## src/rtl/riscv_pkg.sv

```systemverilog
// riscv_pkg: shared state encoding and RV32 R-type decode constants for the multicycle controller.
package riscv_pkg;
   typedef enum logic [2:0] {IDLE, FETCH, DECODE, EXEC, WB, HALT} state_e;
   localparam logic [6:0] OPC_RTYPE  = 7'b0110011;
   localparam logic [2:0] FN3_ADDSUB = 3'b000;
   localparam logic [2:0] FN3_AND    = 3'b111;
   localparam logic [2:0] FN3_OR     = 3'b110;
   localparam logic [6:0] FN7_BASE   = 7'b0000000;
   localparam logic [6:0] FN7_SUB    = 7'b0100000;
   localparam logic [1:0] ALU_ADD    = 2'b00;
   localparam logic [1:0] ALU_SUB    = 2'b01;
   localparam logic [1:0] ALU_AND    = 2'b10;
   localparam logic [1:0] ALU_OR     = 2'b11;
endpackage

```

## src/rtl/riscv_rtype_decoder.sv

```systemverilog
// riscv_rtype_decoder: combinational R-type decode of ADD/SUB/AND/OR into legality, ALU op and register fields.
module riscv_rtype_decoder
   import riscv_pkg::*;
(
   input  logic [31:0] ir,
   output logic        legal,
   output logic [1:0]  alu_op,
   output logic [4:0]  rs1,
   output logic [4:0]  rs2,
   output logic [4:0]  rd
);
   logic [6:0] opc, fn7;
   logic [2:0] fn3;
   assign opc = ir[6:0];
   assign fn3 = ir[14:12];
   assign fn7 = ir[31:25];
   assign rd  = ir[11:7];
   assign rs1 = ir[19:15];
   assign rs2 = ir[24:20];
   assign legal = (opc == OPC_RTYPE) &&
                  (((fn3 == FN3_ADDSUB) && (fn7 == FN7_BASE || fn7 == FN7_SUB)) ||
                   ((fn7 == FN7_BASE) && (fn3 == FN3_AND || fn3 == FN3_OR)));
   assign alu_op = (fn3 == FN3_AND) ? ALU_AND :
                   (fn3 == FN3_OR)  ? ALU_OR  :
                   (fn7 == FN7_SUB) ? ALU_SUB : ALU_ADD;
endmodule

```

## src/rtl/riscv_multicycle_ctrl.sv

```systemverilog
// riscv_multicycle_ctrl: FETCH/DECODE/EXEC/WB sequencer owning the PC, IR, ALU op select and retire count.
module riscv_multicycle_ctrl
   import riscv_pkg::*;
#(
   parameter int PC_W  = 5,
   parameter int XLEN  = 32,
   parameter int CNT_W = 16
) (
   input  logic             clk,
   input  logic             reset,
   input  logic             start,
   output logic             imem_req,
   output logic [PC_W-1:0]  imem_addr,
   input  logic             imem_ack,
   input  logic [XLEN-1:0]  imem_rdata,
   output logic [PC_W-1:0]  pc,
   output logic [XLEN-1:0]  ir,
   output logic [4:0]       rf_rs1,
   output logic [4:0]       rf_rs2,
   output logic [4:0]       rf_rd,
   output logic             rf_we,
   output logic [1:0]       alu_op,
   output logic             busy,
   output logic             halted,
   output logic             illegal,
   output logic [CNT_W-1:0] retired
);
   state_e           state_q, state_d;
   logic [PC_W-1:0]  pc_q, pc_d;
   logic [XLEN-1:0]  ir_q, ir_d;
   logic [1:0]       alu_op_q, alu_op_d, dec_op;
   logic             illegal_q, illegal_d, dec_legal;
   logic [CNT_W-1:0] retired_q, retired_d;

   riscv_rtype_decoder u_dec (
      .ir     (ir_q[31:0]),
      .legal  (dec_legal),
      .alu_op (dec_op),
      .rs1    (rf_rs1),
      .rs2    (rf_rs2),
      .rd     (rf_rd)
   );

   always_ff @(posedge clk) begin
      if (reset) begin
         state_q   <= IDLE;
         pc_q      <= '0;
         ir_q      <= '0;
         alu_op_q  <= ALU_ADD;
         illegal_q <= 1'b0;
         retired_q <= '0;
      end else begin
         state_q   <= state_d;
         pc_q      <= pc_d;
         ir_q      <= ir_d;
         alu_op_q  <= alu_op_d;
         illegal_q <= illegal_d;
         retired_q <= retired_d;
      end
   end

   always_comb begin
      state_d   = state_q;
      pc_d      = pc_q;
      ir_d      = ir_q;
      alu_op_d  = alu_op_q;
      illegal_d = illegal_q;
      retired_d = retired_q;
      case (state_q)
         IDLE:    state_d = start ? FETCH : IDLE;
         FETCH: begin
            ir_d    = imem_ack ? imem_rdata : ir_q;
            state_d = imem_ack ? DECODE : FETCH;
         end
         DECODE: begin
            alu_op_d  = dec_legal ? dec_op : alu_op_q;
            illegal_d = illegal_q | ~dec_legal;
            state_d   = dec_legal ? EXEC : HALT;
         end
         EXEC:    state_d = WB;
         WB: begin
            pc_d      = pc_q + 1'b1;
            retired_d = retired_q + 1'b1;
            state_d   = start ? FETCH : IDLE;
         end
         default: state_d = HALT;
      endcase
   end

   assign imem_req  = (state_q == FETCH);
   assign imem_addr = pc_q;
   assign pc        = pc_q;
   assign ir        = ir_q;
   // x0 is hardwired zero, so its write is suppressed while the instruction still retires
   assign rf_we     = (state_q == WB) && (rf_rd != 5'd0);
   assign alu_op    = alu_op_q;
   assign busy      = (state_q != IDLE) && (state_q != HALT);
   assign halted    = (state_q == HALT);
   assign illegal   = illegal_q;
   assign retired   = retired_q;
endmodule

```

## config.mk

```make
export PLATFORM = sky130hd
export DESIGN_NAME = riscv_multicycle_ctrl
export DESIGN_NICKNAME = d
export VERILOG_FILES = /design/src/rtl/riscv_pkg.sv /design/src/rtl/riscv_rtype_decoder.sv /design/src/rtl/riscv_multicycle_ctrl.sv
export SDC_FILE = /design/constraint.sdc
export NUM_CORES = 1
export LEC_CHECK = 0
export CELL_PAD_IN_SITES_DETAIL_PLACEMENT = 0
export CELL_PAD_IN_SITES_GLOBAL_PLACEMENT = 1
export CORE_UTILIZATION = 29
export CTS_BUF_LIST = sky130_fd_sc_hd__clkbuf_8 sky130_fd_sc_hd__clkbuf_16
export CTS_CLUSTER_DIAMETER = 100
export CTS_CLUSTER_SIZE = 16
export DETAILED_ROUTE_END_ITERATION = 10
export GPL_ROUTABILITY_DRIVEN = 0
export PLACE_DENSITY_LB_ADDON = 0.05
export SETUP_SLACK_MARGIN = 0.15
export SYNTH_ARGS = -nofsm -noshare
export SYNTH_HDL_FRONTEND = slang
export SYNTH_SLANG_ARGS = --single-unit
```

## constraint.sdc

```tcl
create_clock -name clk -period 2.1 [get_ports clk]
set_input_delay 0.42 -clock clk [delete_from_list [all_inputs] [get_ports clk]]
set_output_delay 0.42 -clock clk [all_outputs]
set_load 0.05 [all_outputs]
```

# Word-level counts from Yosys, hierarchy flattened
# Index checks and enable logic that the tools add are counted.
dict set report totals {
  ff_bits 59
  latchBits 0
  ram_bits 0
  romBits 0
  inputBits 36
  output_inout_bits 80
  elab_cells 43
  mem_count 0
}
dict set report classes {
  addsub 2
  n_mul 0
  div_mod_pow 0
  order_cmp 0
  eq_ne 10
  shift 0
  n_mux 7
  bitwise_logic 2
  reduce_logical 16
}
# op count
set ops {}
lappend ops {{$add A16 B1 Y16 const B} 1}
lappend ops {{$eq A7 B6 Y1 const B} 2}
lappend ops {{$eq A3 B3 Y1 const B} 4}
lappend ops {{$pmux W3 S4} 1}
lappend ops {{$logic_not A7 Y1} 1}
lappend ops {{$eq A3 B2 Y1 const B} 2}
lappend ops {{$logic_not A3 Y1} 2}
lappend ops {{$mux W2} 3}
lappend ops {{$add A5 B1 Y5 const B} 1}
lappend ops {{$logic_and A1 B1 Y1} 5}
lappend ops {{$reduce_bool A5 Y1} 1}
lappend ops {{$reduce_and A2 Y1} 2}
lappend ops {{$eq A3 B1 Y1 const B} 1}
lappend ops {{$logic_or A1 B1 Y1} 3}
lappend ops {{$mux W3} 1}
lappend ops {{$ne A3 B3 Y1 const B} 1}
lappend ops {{$reduce_bool A3 Y1} 1}
lappend ops {{$mux W1} 2}
lappend ops {{$reduce_or A2 Y1} 1}
lappend ops {{$not A1 Y1} 1}
lappend ops {{$or A1 B1 Y1} 1}

# Logic depth before layout (Yosys ltp)
# Gate-level depths: netlist of the first run.
dict set report logic_depth {
  depth_word 7
  depth_mapped 7
  depth_no_buf 5
}

# By module
# From an unflattened synthesis of the first run, not the netlist that was laid out.
dict set report unflattened {
  hier_cells 315
  hier_area_um2 2532.4
}
# mod instances cells_each area_each_um2 seq_area_each_um2
set by_module_without_submodules {}
lappend by_module_without_submodules {riscv_multicycle_ctrl 1 287 2339.7 1181.1}
lappend by_module_without_submodules {riscv_rtype_decoder 1 28 192.7 0.0}

# Least setup slack after synthesis of the first run
# Ideal clock, no wire load.
dict set report synth_timing {
  path_kind {flip-flop to flip-flop}
  from {register state_q[1]}
  to {register ir_q[13] (netlist: ir[13])}
  setup_ns 0.132
  arrival_time_ns 2.474
  required_ns 1.968
  setup_slack_ns -0.506
  stages_incl_launch_ff 7
  path_buffers 2
  period_less_slack_ns 2.606
  path_cell_list {dfxtp_1 clkbuf_1 nor3b_1 nand2_1 clkbuf_1 nand2_1 a21oi_1}
}
dict set report synth_via {
  elab_chain_len 2
}
# item line_no
set synth_lines {}
lappend synth_lines {{start: declaration} riscv_multicycle_ctrl.sv:28} ;# state_e state_q, state_d;
lappend synth_lines {{start signal: assignment} riscv_multicycle_ctrl.sv:53} ;# state_q <= state_d;
lappend synth_lines {{$eq A3 B1 Y1} n/a}
lappend synth_lines {{via imem_req} riscv_multicycle_ctrl.sv:12} ;# output logic imem_req,
lappend synth_lines {{$reduce_and A2 Y1 (no line)} n/a}
lappend synth_lines {{end signal: assignment} riscv_multicycle_ctrl.sv:55} ;# ir_q <= ir_d;
lappend synth_lines {{end: declaration} riscv_multicycle_ctrl.sv:30} ;# logic [XLEN-1:0] ir_q, ir_d;
# The timed path passes the listed nets, and every way through them passes these cells.
# A chain may end at the register's enable or synchronous reset.

# Worst setup path after layout of the first run
dict set report layout_timing {
  from {register state_q[0]}
  to {output rf_we}
}
dict set report layout_via {
  elab_chain_len 2
}
# item line_no
set layout_lines {}
lappend layout_lines {{$eq A3 B3 Y1} riscv_multicycle_ctrl.sv:95} ;# assign rf_we = (state_q == WB) && (rf_rd != 5'd0);
lappend layout_lines {{$logic_and A1 B1 Y1} riscv_multicycle_ctrl.sv:95}
lappend layout_lines {{end: declaration} riscv_multicycle_ctrl.sv:21} ;# output logic rf_we,
# Every way passes these cells.

==> flow_summary.json, run 1 <==
{
  "status": "finished, final reports clean",
  "ys_types": 48,
  "async_reset_ff_share_pct": 0,
  "p_int_uw": 1890,
  "syn_inst": 308,
  "ys.flop_type": "dfxtp_1",
  "antenna_found_initial": 0,
  "syn_area_um2": 2570,
  "ys_ff_latch": 59,
  "endpoint_kind": "output port",
  "grt_pass1_wl_um": 10800,
  "syn_nets": 346,
  "hold_viol_final": 0,
  "path_class": "reg -> out",
  "multi_input_area_um2": 1160,
  "fin_util_pct": 47.4,
  "power.switching_uw": 750,
  "tightest_slew_ns": 0.541,
  "fin_crit_sh_pct": 93.1,
  "drt_iter0_drc": 62,
  "cp_slowest_cell": "or3b_4",
  "critPathLaunchType": "flip-flop",
  "ios": 116,
  "p_leak_uw": 0.00213,
  "finalNetCount": 448,
  "final_cells": 520,
  "path_max_fanout": 8,
  "netlist.area_leader.share_pct": 45.9,
  "grt_usage_pct": 15.5,
  "io_buffers": 115,
  "arrival_ns": 1.53,
  "firstDrtPassIters": 4,
  "coreArea_um2": 8380,
  "path_cells": "or3b_4 > buf_6 > a21oi_4 > buf_12",
  "grt_pass1_vias": 2233,
  "combPwrFrac_pct": 17.2,
  "die_y_um": 96.2,
  "ant_nets": 0,
  "rows": 33,
  "fillCellCount": 865,
  "syn_to_final_growth_pct": 54.5,
  "seq_area_um2": 1190,
  "slew_headroom_pct": 63.9,
  "dp_hpwl_um": 4720,
  "layout_commonest_cell": "nand2_1",
  "clockPowerShare_pct": 38.2,
  "slew_violations": 0,
  "yosys-top-cells-area": "dfxtp_1, nand2_1, a21oi_1",
  "final_layout_size_suffix_gt1_share_pct": 12.0,
  "numCtsBuffers": 9,
  "cts_tree": "done",
  "dp.cells": 500,
  "vias": 2378,
  "postCtsHoldBufs": 0,
  "skew_ns": 0.0120,
  "drc": 0,
  "final-setup-viol-count": 0,
  "rsz0062_at_grt": "true",
  "min_path_type": "reg -> reg",
  "cts_root_buf": "clkbuf_8",
  "ys_warn_count": 0,
  "grt-ovfl-total": 0,
  "fin_crit_ns": 1.95,
  "totalWireLength_um": 6740,
  "insertedDiodeCount": 0,
  "clock_sinks": 59,
  "fmax_ghz": 0.512,
  "p_per_area_nw_per_um2": 665,
  "grt_max_degree": 27,
  "via_per_inst": 4.57,
  "cts_max_level": 3,
  "cts_buffer_depth": 2,
  "wl_per_cell_um": 13.0,
  "initial_core_util_pct": 30.7,
  "yosys.area.top_type": "dfxtp_1",
  "place_worst_setup_slack_ns": 0.353,
  "fin_setup_tns_ns": 0,
  "drv_cap": 0,
  "power_frac_seq_pct": 44.5,
  "dieArea_um2": 9250,
  "clk_latency_ns": 0.33,
  "max_stage_delay_ns": 0.42,
  "swShare_pct": 28.4,
  "layout_common_cells": "nand2_1, dfxtp_1, dlygate4sd2_1",
  "ir_drop_mv": 0.347,
  "worstPathRequired_ns": 1.68,
  "setup_ws_ns": 0.146,
  "synth_area_per_cell_um2": 8.35,
  "synth_seq_area_share_pct": 45.9,
  "clk_pin_slew_worst_paths_ns": 0.07,
  "die_w_um": 96.2,
  "synth_edf_count": 0
}
==> metrics by stage <==
step / cell area, um2 / hold WS [ns] / total power, uW
4_1_cts: 3870 / 0.473 / 2690
2_1_floorplan: 2590 / 0.553 / 1490
6_report: 3970 / 0.463 / 2640
3_3_place_gp: 3720 / 0.456 / 1670
5_1_grt: 3970 / 0.485 / 2780
3_5_place_dp: 3720 / 0.463 / 1670
==> worst max-delay path, delay by kind of cell (launching register included) <==
kind	cells	cell delay, ns
AO/OA/AOI/OAI	1	0.13
flip-flops	1	0.36
buffers and inverters	2	0.30
AND/OR/NAND/NOR	1	0.42
==> synth_stat cells (2+ instances only) <==
cell       n
nand4_1    7
and3_1     3
a21oi_1   37
nor3b_1    2
ha_1       2
clkbuf_1  10
o311ai_0   2
nand3_1    6
nor4_1     2
buf_4     20
xnor2_1    7
buf_6      2
nor3_1     6
nand2_1   76
o211ai_1   2
buf_2      4
xor2_1     8
nor2_1    24
dfxtp_1   59
==> registers in the layout, summed over array words and instances, names as in the netlist <==
signal,count
imem_addr,5
alu_op,2
retired,16
illegal,1
ir,32
state_q,3
==> worst paths after layout <==
path,from,endpoint,slack (ns),cells after the start
setup / recovery,state_q[0],rf_we,0.15,4
hold / removal,ir[23],ir[23],0.46,2
setup reg to reg,state_q[0],retired[13],0.36,4
hold reg to reg,ir[23],ir[23],0.46,2
==> power groups by stage <==
stage / Combinational, uW / Sequential (uW) / Clock [uW]
global placement: 469 / 1200 / 0
CTS: 457 / 1180 / 1050
floorplan: 194 / 1300 / 0
finish: 455 / 1180 / 1010
detailed placement: 468 / 1210 / 0
global route: 487 / 1180 / 1110
==> what timing repair did <==
action,in CTS,in global routing
pin swaps,0,1
setup endpoints to repair,52,28
endpoints found under the hold margin,0,0
setup buffers,0,4
gates resized for setup,51,31
==> final cells by class <==
cell class              instances  share of cell area, %
clock inverters                 6                   1.42
multi-input cells             210                   29.3
flip-flops and latches         59                   30.0
inverters                       1                 0.0945
repair buffers                129                   32.5
well taps                     105                   3.31
clock buffers                  10                   3.46
==> cells by family (layout without fill, tap and decap cells) <==
logic type      after synthesis  in the layout  synth area share (%)
flops                        59             59                  45.9
fa+ha+maj                     2              2                 0.973
simple gates                143            143                  26.6
xor+xnor                     15             15                  5.11
mux                           2              2                  1.02
buf+inv                      39            146                  9.83
compound gates               48             48                  10.6
==> per-layer routing <==
| metal | wire length [um] | vias up | GRT usage, % |
|---|---|---|---|
| li1 | - | 1220 | - |
| met1 | 2870 | 1081 | 17.9 |
| met2 | 3270 | 73 | 25.1 |
| met3 | 557 | 4 | 7.66 |
| met4 | 44 | 0 | 4.48 |
| met5 | 0 | - | 0 |
(Power assumes the default switching activity.)
==> inputs of run 2 (changes only) <==
--- a/config.mk
+++ b/config.mk
@@ -7,11 +7,13 @@
 export LEC_CHECK = 0
 export CELL_PAD_IN_SITES_DETAIL_PLACEMENT = 0
 export CELL_PAD_IN_SITES_GLOBAL_PLACEMENT = 1
-export CORE_UTILIZATION = 29
+export CORE_ASPECT_RATIO = 1.1
+export CORE_UTILIZATION = 44
 export CTS_BUF_LIST = sky130_fd_sc_hd__clkbuf_8 sky130_fd_sc_hd__clkbuf_16
 export CTS_CLUSTER_DIAMETER = 100
 export CTS_CLUSTER_SIZE = 16
 export DETAILED_ROUTE_END_ITERATION = 10
+export DONT_BUFFER_PORTS = 1
 export GPL_ROUTABILITY_DRIVEN = 0
 export PLACE_DENSITY_LB_ADDON = 0.05
 export SETUP_SLACK_MARGIN = 0.15
==> flow_summary.json, run 2 (synthesized netlist as in run 1, its figures left out) <==
{
  "io_buffers": 0,
  "clk_pin_slew_worst_paths_ns": 0.06,
  "totalWireLength_um": 5530,
  "grt_usage_pct": 19.3,
  "drv_cap": 0,
  "rows": 28,
  "grt_pass1_vias": 1990,
  "ir_drop_mv": 0.417,
  "initial_core_util_pct": 46.7,
  "largest_reg_flops": 32,
  "min_path_type": "in -> reg",
  "slew_violations": 0,
  "final-setup-viol-count": 0,
  "fillCellCount": 567,
  "drc": 0,
  "skew_ns": 0.00625,
  "arrival_ns": 1.48,
  "die_y_um": 82.2,
  "routed.top_layer": "met4",
  "antenna_found_initial": 0,
  "final_layout_size_suffix_gt1_share_pct": 25.7,
  "layout_common_cells": "nand2_1, buf_4, dfxtp_1",
  "coreArea_um2": 5500,
  "fin_setup_tns_ns": 0,
  "drt_iter0_drc": 57,
  "clock_sinks": 59,
  "insertedDiodeCount": 0,
  "cts_max_level": 3,
  "fin_crit_sh_pct": 90.3,
  "grt_pass1_wl_um": 8940,
  "cts_root_buf": "clkbuf_8",
  "ant_nets": 0,
  "syn_to_final_growth_pct": 20.5,
  "postCtsSetupRepairBufs": 0,
  "fmax_ghz": 0.528,
  "cts_buffer_depth": 2,
  "dp.cells": 406,
  "cts_tree": "done",
  "final_cells": 421,
  "dieArea_um2": 6150,
  "met1_length_um": 2490,
  "worstPathRequired_ns": 1.68,
  "clk_latency_ns": 0.32,
  "wl_per_cell_um": 13.1,
  "tightest_slew_ns": 0.564,
  "wl_met2_um": 2530,
  "fin_crit_ns": 1.90,
  "path_max_fanout": 8,
  "numCtsBuffers": 9,
  "grt-ovfl-total": 0,
  "vias": 2089,
  "path_class": "reg -> out",
  "via_per_inst": 4.96,
  "met3_length_um": 434,
  "hold_viol_final": 0,
  "critPathLaunchType": "flip-flop",
  "firstDrtPassIters": 5,
  "finalNetCount": 380,
  "rsz0062_at_grt": "false",
  "ios": 116,
  "layout_commonest_cell": "nand2_1",
  "p_per_area_nw_per_um2": 784,
  "slew_headroom_pct": 62.3,
  "p_leak_uw": 0.00126,
  "endpoint_kind": "output port",
  "status": "finished, final reports clean",
  "dp_hpwl_um": 3900,
  "grt_max_degree": 61,
  "die_w_um": 74.9
}
## run 2: critical path, stage by stage, from the launching register on
cell     delay [ns]
dfxtp_1        0.31
or3b_4         0.41
buf_6          0.15
a21oi_4        0.13
buf_12         0.15
## run 2: repair_timing
item / in CTS / in global routing
cloned: 0 / 0
hold endpoints to repair: 0 / 0
endpoints found under the setup margin: 1 / 1
hold buffers: 0 / 0
resized for setup: 2 / 1
## run 2: layer usage
metal / vias to the layer above / GRT usage [%]
li1: 1080 / -
met4: 0 / 10.2
met2: 73 / 29.7
met1: 928 / 23.8
met3: 8 / 6.19
met5: - / 0
## run 2: layout make-up
cell class	count	area, um2	area share, %
flip-flops and latches	59	1180	38.2
well taps	75	93.8	3.03
multi-input cells	210	1160	37.5
clock inverters	3	13.8	0.444
clock buffers	12	165	5.33
inverters	1	3.75	0.121
repair buffers	61	474	15.3
## run 2: worst paths after layout
kind                                   start      endpoint  slack (ns)  cells after the start
worst min-delay path                   reset    retired[2]        0.16                      1
worst max-delay path              state_q[1]         rf_we        0.20                      4
worst max register to register    state_q[1]   retired[15]        0.43                      4
worst min register to register  imem_addr[1]  imem_addr[1]        0.45                      2
## run 2: through the flow
stage	total power [uW]	instance area, um2	worst slack (ns)	util [%]	hold WS, ns
6_report	2430	3100	0.204	56.3	0.159
3_5_place_dp	1540	2910	0.398	52.8	0.441
5_1_grt	2540	3100	0.152	56.3	0.141
4_1_cts	2460	3090	0.155	56.3	0.142
2_1_floorplan	1490	2590	0.248	-	0.553
3_3_place_gp	1530	2910	0.434	52.8	0.437
## run 2: report_power, final
group          internal, uW  switching, uW  total (uW)  leakage (uW)
sequential             1150           20.3        1170      0.000479
combinational          87.2            252         339      0.000679
clock                   510            408         918     0.0000994
total                  1750            680        2430       0.00126
==> inputs of run 3 (changes only) <==
--- a/config.mk
+++ b/config.mk
@@ -8,14 +8,14 @@
 export CELL_PAD_IN_SITES_DETAIL_PLACEMENT = 0
 export CELL_PAD_IN_SITES_GLOBAL_PLACEMENT = 1
 export CORE_ASPECT_RATIO = 1.1
-export CORE_UTILIZATION = 44
+export CORE_UTILIZATION = 47
 export CTS_BUF_LIST = sky130_fd_sc_hd__clkbuf_8 sky130_fd_sc_hd__clkbuf_16
 export CTS_CLUSTER_DIAMETER = 100
 export CTS_CLUSTER_SIZE = 16
 export DETAILED_ROUTE_END_ITERATION = 10
 export DONT_BUFFER_PORTS = 1
 export GPL_ROUTABILITY_DRIVEN = 0
-export PLACE_DENSITY_LB_ADDON = 0.05
+export PLACE_DENSITY_LB_ADDON = 0.1
 export SETUP_SLACK_MARGIN = 0.15
 export SYNTH_ARGS = -nofsm -noshare
 export SYNTH_HDL_FRONTEND = slang
==> constraint.sdc (replaced) <==
create_clock -name clk -period 2.3 [get_ports clk]
set_input_delay 0.46 -clock clk [delete_from_list [all_inputs] [get_ports clk]]
set_output_delay 0.46 -clock clk [all_outputs]
set_load 0.05 [all_outputs]
==> flow_summary.json, run 3 (synthesized netlist as in run 1, its figures left out) <==
{
  "status": "finished, final reports clean",
  "ant_nets": 0,
  "final_layout_size_suffix_gt1_share_pct": 23.3,
  "slew_violations": 0,
  "endpoint_kind": "output port",
  "initial_core_util_pct": 50.1,
  "p_leak_uw": 0.00121,
  "layout_common_cells": "nand2_1, dfxtp_1, buf_4",
  "cts_max_level": 3,
  "finalNetCount": 372,
  "via_per_inst": 5.02,
  "slew_headroom_pct": 61.2,
  "rsz0062_at_grt": "false",
  "drc": 0,
  "tightest_slew_ns": 0.581,
  "drv_cap": 0,
  "skew_ns": 0.00487,
  "antenna_found_initial": 0,
  "layout_commonest_cell": "nand2_1",
  "firstDrtPassIters": 4,
  "critPathLaunchType": "flip-flop",
  "min_path_type": "in -> reg",
  "final_cells": 411,
  "grt-ovfl-total": 0,
  "whs_path_depth": 1,
  "ir_drop_mv": 0.533,
  "grt_pass1_vias": 1965,
  "fin_setup_tns_ns": 0,
  "die_w_um": 72.5,
  "coreArea_um2": 5130,
  "wl_per_cell_um": 13.5,
  "cp_slowest_cell": "or3b_4",
  "postCtsSetupRepairBufs": 0,
  "syn_to_final_growth_pct": 17.2,
  "hold_viol_final": 0,
  "insertedDiodeCount": 0,
  "grt_pass1_wl_um": 9010,
  "totalWireLength_um": 5530,
  "rr_worst_depth": 4,
  "fmax_ghz": 0.497,
  "vias": 2063,
  "largest_reg_flops": 32,
  "rows": 27,
  "p_per_area_nw_per_um2": 760,
  "grt_usage_pct": 20.3,
  "fin_crit_sh_pct": 87.5,
  "fin_crit_ns": 2.01,
  "clk_pin_slew_worst_paths_ns": 0.06,
  "final-setup-viol-count": 0,
  "path_max_fanout": 9,
  "die_y_um": 79.6,
  "cts_root_buf": "clkbuf_8",
  "clock_sinks": 59,
  "grt_max_degree": 61,
  "path_class": "reg -> out",
  "arrival_ns": 1.55,
  "path_cells": "or3b_4 > a21oi_1 > buf_4",
  "cts_tree": "done",
  "worst_hold_slack_ns": 0.202,
  "drt_iter0_drc": 77,
  "setup_ws_ns": 0.287,
  "fillCellCount": 491,
  "clk_latency_ns": 0.33,
  "path_buf_inv": 1,
  "worstPathRequired_ns": 1.84,
  "io_buffers": 0,
  "numCtsBuffers": 9,
  "ios": 116,
  "place_worst_setup_slack_ns": 0.321,
  "crit_family": "simple AND/OR/NAND/NOR gates",
  "crit_cells": 3,
  "dp.cells": 395,
  "cts_buffer_depth": 2,
  "dieArea_um2": 5770,
  "final_area_um2": 3010,
  "dpl_cell_area_um2": 2820,
  "max_stage_delay_ns": 0.47,
  "dp_hpwl_um": 3780
}
run 3: changes by cell type in the layout (fill, tap and decap cells not counted), moves of 2 or more:
cell,previous run,this run
dfxtp_2,3,1
buf_4,59,53
clkbuf_8,12,10
dfxtp_1,56,58
run 3: report_power, final:
group | internal (uW) | switching (uW)
Combinational | 69.3 | 211
Sequential | 1050 | 33.6
Clock | 520 | 404
Total | 1640 | 649
run 3: final cells by class:
| type | count | area [um2] | share of cell area, % |
|---|---|---|---|
| Clock buffer | 10 | 138 | 4.57 |
| Multi-Input combinational cell | 210 | 1140 | 38.0 |
| Clock inverter | 6 | 56.3 | 1.87 |
| Timing Repair Buffer | 53 | 398 | 13.2 |
| Sequential cell | 59 | 1180 | 39.2 |
| Tap cell | 72 | 90.1 | 2.99 |
| Inverter | 1 | 3.75 | 0.125 |
run 3: timing repair:
item,in CTS,in global routing
hold endpoints to repair,0,0
pin swaps,0,0
hold buffers,0,0
endpoints found under the setup margin,1,1
gates resized for setup,1,1
run 3: stage by stage:
| stage | power (uW) | utilization [%] |
|---|---|---|
| final | 2290 | 58.7 |
| after global routing | 2380 | 58.7 |
| after detailed placement | 1390 | 54.8 |
| after global placement | 1390 | 54.8 |
| after floorplan | 1360 | - |
| after CTS | 2310 | 58.7 |
run 3: path summary, 6_finish.rpt:
| kind | from | endpoint | slack (ns) |
|---|---|---|---|
| max reg2reg | state_q[2] | retired[15] | 0.50 |
| min reg2reg | ir[24] | ir[24] | 0.45 |
| min | reset | retired[11] | 0.20 |
| max | state_q[2] | rf_we | 0.29 |
run 3: routing by layer:
layer	global-route usage [%]	up-vias	part of all wire, %
li1	-	1068	-
met1	25.5	920	46
met2	30.9	64	45
met3	6.82	11	7.3
met4	10.0	0	1.9
met5	0	-	0
